===== src/rtl/rvfi_trace_pkg.sv =====
// Shared types and constants for the RVFI retirement trace buffer.
// Optional feature macro: RVFI_TRACE_TIMESTAMP_EN adds a capture-cycle
// timestamp field (ts) to every record.
package rvfi_trace_pkg;

    localparam int unsigned MODE_DROP      = 0;
    localparam int unsigned MODE_OVERWRITE = 1;

    // Width of the ts field; the module counter width TS_W must not exceed it.
    localparam int unsigned TRACE_TS_W = 32;

    typedef enum logic [1:0] {
        IDLE  = 2'd0,
        RUN   = 2'd1,
        DRAIN = 2'd2
    } trace_state_t;

    typedef struct packed {
`ifdef RVFI_TRACE_TIMESTAMP_EN
        logic [TRACE_TS_W-1:0] ts;
`endif
        logic [31:0] insn;
        logic [31:0] pc;
        logic [4:0]  rd_addr;
        logic [31:0] rd_wdata;
        logic [31:0] mem_addr;
        logic [3:0]  rmask;
        logic [3:0]  wmask;
    } trace_rec_t;

endpackage


===== src/rtl/rvfi_trace_fifo.sv =====
// Record storage for the trace buffer: DEPTH-entry circular FIFO with
// wrap-bit pointers, registered occupancy and registered valid flag.
// Ports:
//   clk, rst        clock and asynchronous active-high reset
//   clear           synchronous flush, wins over wr_en/rd_en
//   wr_en, wr_data  write one record at the tail
//   rd_en           advance the head (caller guarantees non-empty)
//   head_c          head record, zero when empty
//   full_c          all entries occupied
//   level           registered occupancy
//   valid           registered level != 0
module rvfi_trace_fifo
    import rvfi_trace_pkg::*;
#(
    parameter int unsigned DEPTH = 16
) (
    input  logic                     clk,
    input  logic                     rst,
    input  logic                     clear,
    input  logic                     wr_en,
    input  trace_rec_t               wr_data,
    input  logic                     rd_en,
    output trace_rec_t               head_c,
    output logic                     full_c,
    output logic [$clog2(DEPTH):0]   level,
    output logic                     valid
);

    localparam int unsigned AW = $clog2(DEPTH);

    trace_rec_t   mem [DEPTH];
    logic [AW:0]  wr_ptr;
    logic [AW:0]  rd_ptr;
    logic [AW:0]  level_nxt;

    // Overwrite-on-full issues wr_en and rd_en together, leaving level unchanged.
    always_comb begin
        level_nxt = level + (AW+1)'(wr_en) - (AW+1)'(rd_en);
    end

    // Same index, different wrap bit means the writer is a full lap ahead.
    assign full_c = (wr_ptr[AW] != rd_ptr[AW]) && (wr_ptr[AW-1:0] == rd_ptr[AW-1:0]);

    // Gate with valid so stale storage never leaks onto the output.
    assign head_c = valid ? mem[rd_ptr[AW-1:0]] : '0;

    // Pointer and occupancy state.
    always_ff @(posedge clk or posedge rst) begin
        if (rst) begin
            wr_ptr <= '0;
            rd_ptr <= '0;
            level  <= '0;
            valid  <= 1'b0;
        end else if (clear) begin
            wr_ptr <= '0;
            rd_ptr <= '0;
            level  <= '0;
            valid  <= 1'b0;
        end else begin
            if (wr_en) wr_ptr <= wr_ptr + (AW+1)'(1);
            if (rd_en) rd_ptr <= rd_ptr + (AW+1)'(1);
            level <= level_nxt;
            valid <= (level_nxt != '0);
        end
    end

    // Storage array; contents need no reset since head_c is gated by valid.
    always_ff @(posedge clk) begin
        if (wr_en && !clear) begin
            mem[wr_ptr[AW-1:0]] <= wr_data;
        end
    end

endmodule


===== src/rtl/rvfi_trace_buffer.sv =====
// RVFI retirement trace buffer: captures retired-instruction records while
// tracing is enabled and hands them to a ready/valid sink.
// Optional feature macro: RVFI_TRACE_TIMESTAMP_EN (TS_W-bit cycle timestamp).
// Ports:
//   CLK, RESET      clock and asynchronous active-high reset
//   rvfi_*          RVFI retirement interface (valid strobe and payload)
//   trace_en        capture enable (drives IDLE/RUN/DRAIN)
//   trace_clear     synchronous flush of FIFO, counters and FSM
//   out_valid/out_ready/out_record   head record handshake
//   level           occupancy, drop_cnt saturating drops, overflow sticky
module rvfi_trace_buffer
    import rvfi_trace_pkg::*;
#(
    parameter int unsigned DEPTH = 16,
    parameter int unsigned MODE  = MODE_DROP,
    parameter int unsigned TS_W  = TRACE_TS_W
) (
    input  logic                   CLK,
    input  logic                   RESET,
    input  logic                   rvfi_valid,
    input  logic [31:0]            rvfi_insn,
    input  logic [31:0]            rvfi_pc_rdata,
    input  logic [4:0]             rvfi_rd_addr,
    input  logic [31:0]            rvfi_rd_wdata,
    input  logic [31:0]            rvfi_mem_addr,
    input  logic [3:0]             rvfi_mem_rmask,
    input  logic [3:0]             rvfi_mem_wmask,
    input  logic                   trace_en,
    input  logic                   trace_clear,
    output logic                   out_valid,
    input  logic                   out_ready,
    output trace_rec_t             out_record,
    output logic [$clog2(DEPTH):0] level,
    output logic [15:0]            drop_cnt,
    output logic                   overflow
);

    // Elaboration-time parameter legality.
    if (DEPTH < 2 || DEPTH > 256 || (DEPTH & (DEPTH - 1)) != 0 ||
        MODE > MODE_OVERWRITE || TS_W < 1 || TS_W > TRACE_TS_W) begin : g_bad_param
        $error("rvfi_trace_buffer: illegal DEPTH, MODE or TS_W");
    end

    localparam logic OVERWRITE = (MODE == MODE_OVERWRITE);

    trace_state_t state;
    trace_rec_t   rec_c;
    logic         push_c;
    logic         pop_c;
    logic         drop_c;
    logic         wr_en_c;
    logic         rd_en_c;
    logic         full_c;

`ifdef RVFI_TRACE_TIMESTAMP_EN
    logic [TS_W-1:0] ts_cnt;

    // Free-running wrapping cycle counter.
    always_ff @(posedge CLK or posedge RESET) begin
        if (RESET) ts_cnt <= '0;
        else       ts_cnt <= ts_cnt + TS_W'(1);
    end
`endif

    // Record assembly; x0 writes are architecturally zero.
    always_comb begin
        rec_c          = '0;
        rec_c.insn     = rvfi_insn;
        rec_c.pc       = rvfi_pc_rdata;
        rec_c.rd_addr  = rvfi_rd_addr;
        rec_c.rd_wdata = (rvfi_rd_addr == 5'd0) ? 32'd0 : rvfi_rd_wdata;
        rec_c.mem_addr = rvfi_mem_addr;
        rec_c.rmask    = rvfi_mem_rmask;
        rec_c.wmask    = rvfi_mem_wmask;
`ifdef RVFI_TRACE_TIMESTAMP_EN
        rec_c.ts       = TRACE_TS_W'(ts_cnt);
`endif
    end

    // Full policy: a simultaneous pop makes room; otherwise drop or evict oldest.
    always_comb begin
        push_c  = (state == RUN) && rvfi_valid;
        pop_c   = out_valid && out_ready;
        drop_c  = push_c && full_c && !pop_c;
        wr_en_c = push_c && !(drop_c && !OVERWRITE);
        rd_en_c = pop_c || (drop_c && OVERWRITE);
    end

    rvfi_trace_fifo #(
        .DEPTH (DEPTH)
    ) u_fifo (
        .clk     (CLK),
        .rst     (RESET),
        .clear   (trace_clear),
        .wr_en   (wr_en_c),
        .wr_data (rec_c),
        .rd_en   (rd_en_c),
        .head_c  (out_record),
        .full_c  (full_c),
        .level   (level),
        .valid   (out_valid)
    );

    // Capture FSM plus drop accounting.
    always_ff @(posedge CLK or posedge RESET) begin
        if (RESET) begin
            state    <= IDLE;
            drop_cnt <= '0;
            overflow <= 1'b0;
        end else if (trace_clear) begin
            state    <= IDLE;
            drop_cnt <= '0;
            overflow <= 1'b0;
        end else begin
            case (state)
                IDLE:    if (trace_en) state <= RUN;
                RUN:     if (!trace_en) state <= DRAIN;
                DRAIN: begin
                    if (trace_en)           state <= RUN;
                    else if (level == '0)   state <= IDLE;
                end
                default: state <= IDLE;
            endcase
            if (drop_c) begin
                overflow <= 1'b1;
                if (drop_cnt != 16'hFFFF) drop_cnt <= drop_cnt + 16'd1;
            end
        end
    end

endmodule


===== config.mk =====
export PLATFORM = sky130hd
export DESIGN_NAME = rvfi_trace_buffer
export DESIGN_NICKNAME = d
export VERILOG_FILES = /design/src/rtl/rvfi_trace_pkg.sv /design/src/rtl/rvfi_trace_fifo.sv /design/src/rtl/rvfi_trace_buffer.sv
export SDC_FILE = /design/constraint.sdc
export NUM_CORES = 2
export LEC_CHECK = 0
export BUFFER_PORTS_ARGS = -buffer_cell sky130_fd_sc_hd__buf_2
export CELL_PAD_IN_SITES_DETAIL_PLACEMENT = 0
export CELL_PAD_IN_SITES_GLOBAL_PLACEMENT = 1
export CORE_UTILIZATION = 50
export CTS_CLUSTER_DIAMETER = 40
export DETAILED_ROUTE_END_ITERATION = 12
export PLACE_DENSITY = 0.81
export SLEW_MARGIN = 25
export SYNTH_ARGS = -nofsm -noshare
export SYNTH_HDL_FRONTEND = slang
export SYNTH_SLANG_ARGS = --single-unit

===== constraint.sdc =====
create_clock -name CLK -period 14.16 [get_ports CLK]
set_input_delay 1.416 -clock CLK [delete_from_list [all_inputs] [get_ports CLK]]
set_output_delay 1.416 -clock CLK [all_outputs]
set_load 0.01 [all_outputs]

==> results.json <==
{
  "routed_wl_mm": 207,
  "clk_path_buf_depth": 4,
  "rsz0062_at_grt": "false",
  "syn_nets": 3885,
  "vias": 42500,
  "yosys.area_share.simple_pct": 0.893,
  "cp-start-kind": "flip-flop",
  "postRouteAntennaNets": 0,
  "tightest_slew_ns": 1.30,
  "min_period_over_period_pct": 48.2,
  "fp.coreArea_um2": 172000,
  "seq_area_frac_synth_pct": 79.0,
  "cts_resized": 0,
  "dr.pass1.iters": 6,
  "clkTransAtPathRegs_ns": 0.05,
  "cts.sinks": 2291,
  "synth_ff_type": "edfxtp_1",
  "status": "finished, final reports clean",
  "slew_violations": 0,
  "hold_class": "flip-flop to flip-flop",
  "grt_max_degree": 124,
  "grt_pass1_wl_mm": 298,
  "critPathSlowestCell": "dfrtp_4",
  "cts_setup_buffers": 0,
  "drive_gt1_share_pct": 32.6,
  "drc": 0,
  "start_util_pct": 50.4,
  "die_height_um": 419,
  "path_cells": "buf_4, buf_4, buf_4, mux4_2, a22oi_1, a21boi_0, buf_2",
  "routedWlPerCell_um": 30.8,
  "leakagePower_nw": 31.5,
  "synth_top_area_share_pct": 78.0,
  "area_delta_synth_final_pct": 16.6,
  "cp_data_arrival_time_ns": 5.41,
  "switching_share_pct": 22.1,
  "critical_path_peak_fanout": 61,
  "grtUsageTotal_pct": 23.8,
  "htreeDepth": 5,
  "tritoncts": "yes",
  "ys_types": 42,
  "p_seq_share_pct": 46.8,
  "clkPwrFrac_pct": 46.4,
  "finalNetCount": 4357,
  "synthTopCellsByArea": "edfxtp_1 78%, mux4_2 15%, a22oi_1 2.4%, a21boi_0 1.2%, dfrtp_1 1.0%",
  "fillers": 11900,
  "fmax_mhz": 147,
  "hold_buffers": 0,
  "dieArea_um2": 175000,
  "skew_ns": 0.0418,
  "hpwl_mm": 95.0,
  "via_per_inst": 6.30,
  "p_per_area_nw_per_um2": 159,
  "post-route-min-period_ns": 6.82,
  "grt_overflow": 0,
  "timing.hold.ws_ns": 0.470,
  "first_iter_violations": 4943,
  "synth_most_common_cell": "edfxtp_1",
  "comb_power_share_pct": 6.8,
  "first_global_vias": 43100,
  "yosys-top-cells-count": "2,256 x edfxtp_1, 564 x mux4_2, 282 x a22oi_1",
  "endpoint_kind": "primary output",
  "numCtsBuffers": 300,
  "crit_type": "flip-flop to primary output",
  "synth_mux_area_share_pct": 14.7,
  "drv_cap": 0,
  "crit_required_ns": 12.74,
  "post-route-util_pct": 58.8,
  "async_flop_share_pct": 1.53,
  "synth-edff-count": 2256,
  "hold_viol_final": 0,
  "io_pins": 311,
  "slew_headroom_pct": 13.4,
  "cts-root-buf": "clkbuf_16",
  "yosysTopAreaCell": "edfxtp_1",
  "io_buffers": 310,
  "ir_drop_mv": 0.133,
  "num_rows": 152,
  "antenna_found_initial": 32,
  "synth-compound-area-share_pct": 3.97,
  "p_sw_w": 0.00355,
  "synth-xor-area-share_pct": 0.150,
  "syn_area_um2": 86800,
  "die_w_um": 419,
  "insertion_delay_ns": 0.92,
  "worst_path_most_repeated_cell": "buf_4",
  "yosysWarnings": 0,
  "setup_viol": 0,
  "critPathMaxStageDelay_ns": 0.96,
  "synthAdderAreaFrac_pct": 0.182,
  "routabilityCongestion": 0.737,
  "p_int_w": 0.0125,
  "postSynthCellCount": 3726,
  "syn_area_per_cell_um2": 23.3,
  "synth_top_family_by_area": "multiplexers",
  "synth_seq_cells": 2291
}
## per-stage QoR
stage | cell area [µm²] | std cells | power (W) | setup TNS (ns) | worst slack [ns]
final | 101000 | 6740 | 0.0161 | 0 | 7.34
after global routing | 101000 | 6735 | 0.0165 | 0 | 7.08
after CTS | 101000 | 6722 | 0.0162 | 0 | 7.29
after detailed placement | 91300 | 6205 | 0.00875 | 0 | 8.26
after global placement | 91300 | 6205 | 0.00874 | 0 | 8.30
after floorplan | 86800 | 3726 | 0.00826 | -2480.59 | -2.29
## worst max-delay path: cells and delay by family (launching register included)
| family | cells | cell delay (ns) |
|---|---|---|
| buffers and inverters | 4 | 2.53 |
| DFF | 1 | 0.96 |
| AOI/OAI and AO/OA | 2 | 0.59 |
| muxes | 1 | 0.34 |
## path summary, 6_finish.rpt
path	from	to	slack [ns]	cells past startpoint
max in group asynchronous	RESET	u_fifo.rd_ptr[2]$_DFFE_PP0P_	13.16	3
min reg2reg	state[1]$_DFFE_PP0P_	state[0]$_DFFE_PP0P_	0.47	1
max	u_fifo.rd_ptr[2]$_DFFE_PP0P_	out_record[33]	7.34	7
min	state[1]$_DFFE_PP0P_	state[0]$_DFFE_PP0P_	0.47	1
max reg2reg	u_fifo.valid$_DFF_PP0_	u_fifo.mem[3][47]$_DFFE_PP_	8.93	7
min in group asynchronous	RESET	drop_cnt[6]$_DFFE_PP0P_	0.62	3
## layout by cell type, fill, tap and decap left out, drive strengths merged, types with 11 or more instances in the layout
cell type / count
edfxtp: 2256
or3: 14
a21boi: 141
a21oi: 22
nand2: 14
inv: 59
diode: 17
a22oi: 282
clkinvlp: 27
dfrtp: 35
clkinv: 69
nor3: 12
clkbuf: 344
o21ai: 14
mux4: 564
bufinv: 32
nor4: 11
nor2b: 37
ha: 11
buf: 390
nor2: 20
## flip-flops by register name, indices dropped and copies added (netlist names)
name / count
u_fifo.mem: 2256
drop_cnt: 16
u_fifo.level: 5
u_fifo.rd_ptr: 5
u_fifo.wr_ptr: 5
state: 2
overflow: 1
u_fifo.valid: 1
## power by group through the flow
stage	clock [W]	combinational [W]	sequential [W]
after floorplan	0	0.000636	0.00763
after global placement	0	0.00109	0.00765
after detailed placement	0	0.00109	0.00765
after CTS	0.00755	0.00110	0.00751
after global routing	0.00781	0.00116	0.00751
final	0.00745	0.00109	0.00751
## routing by layer
layer	up-vias	GRT usage, %	wire length (µm)	share of wire, %
met2	2254	37.8	102000	49
met1	22700	32.9	82400	40
met4	6	9.43	7170	3.5
li1	17100	-	-	-
met3	422	4.40	15900	7.7
met5	-	0	46	0.022
## layout make-up
type	instances	area, µm²	area share (%)
clock inverters	173	2010	1.98
multi-input cells	1201	17400	17.2
diodes	17	42.5	0.0420
clock buffers	344	7860	7.77
flip-flops and latches	2291	68600	67.8
well taps	2310	2890	2.85
inverters	14	52.6	0.0519
repair buffers	390	2390	2.36
## cell families after synthesis
kind of cell,count (synthesis)
AO/OA/AOI/OAI,470
XOR/XNOR,14
adder cells (fa/ha/maj),12
buffers and inverters,234
flip-flops,2291
multiplexers,567
AND/OR/NAND/NOR,138
Power figures use the tool's default switching activity.
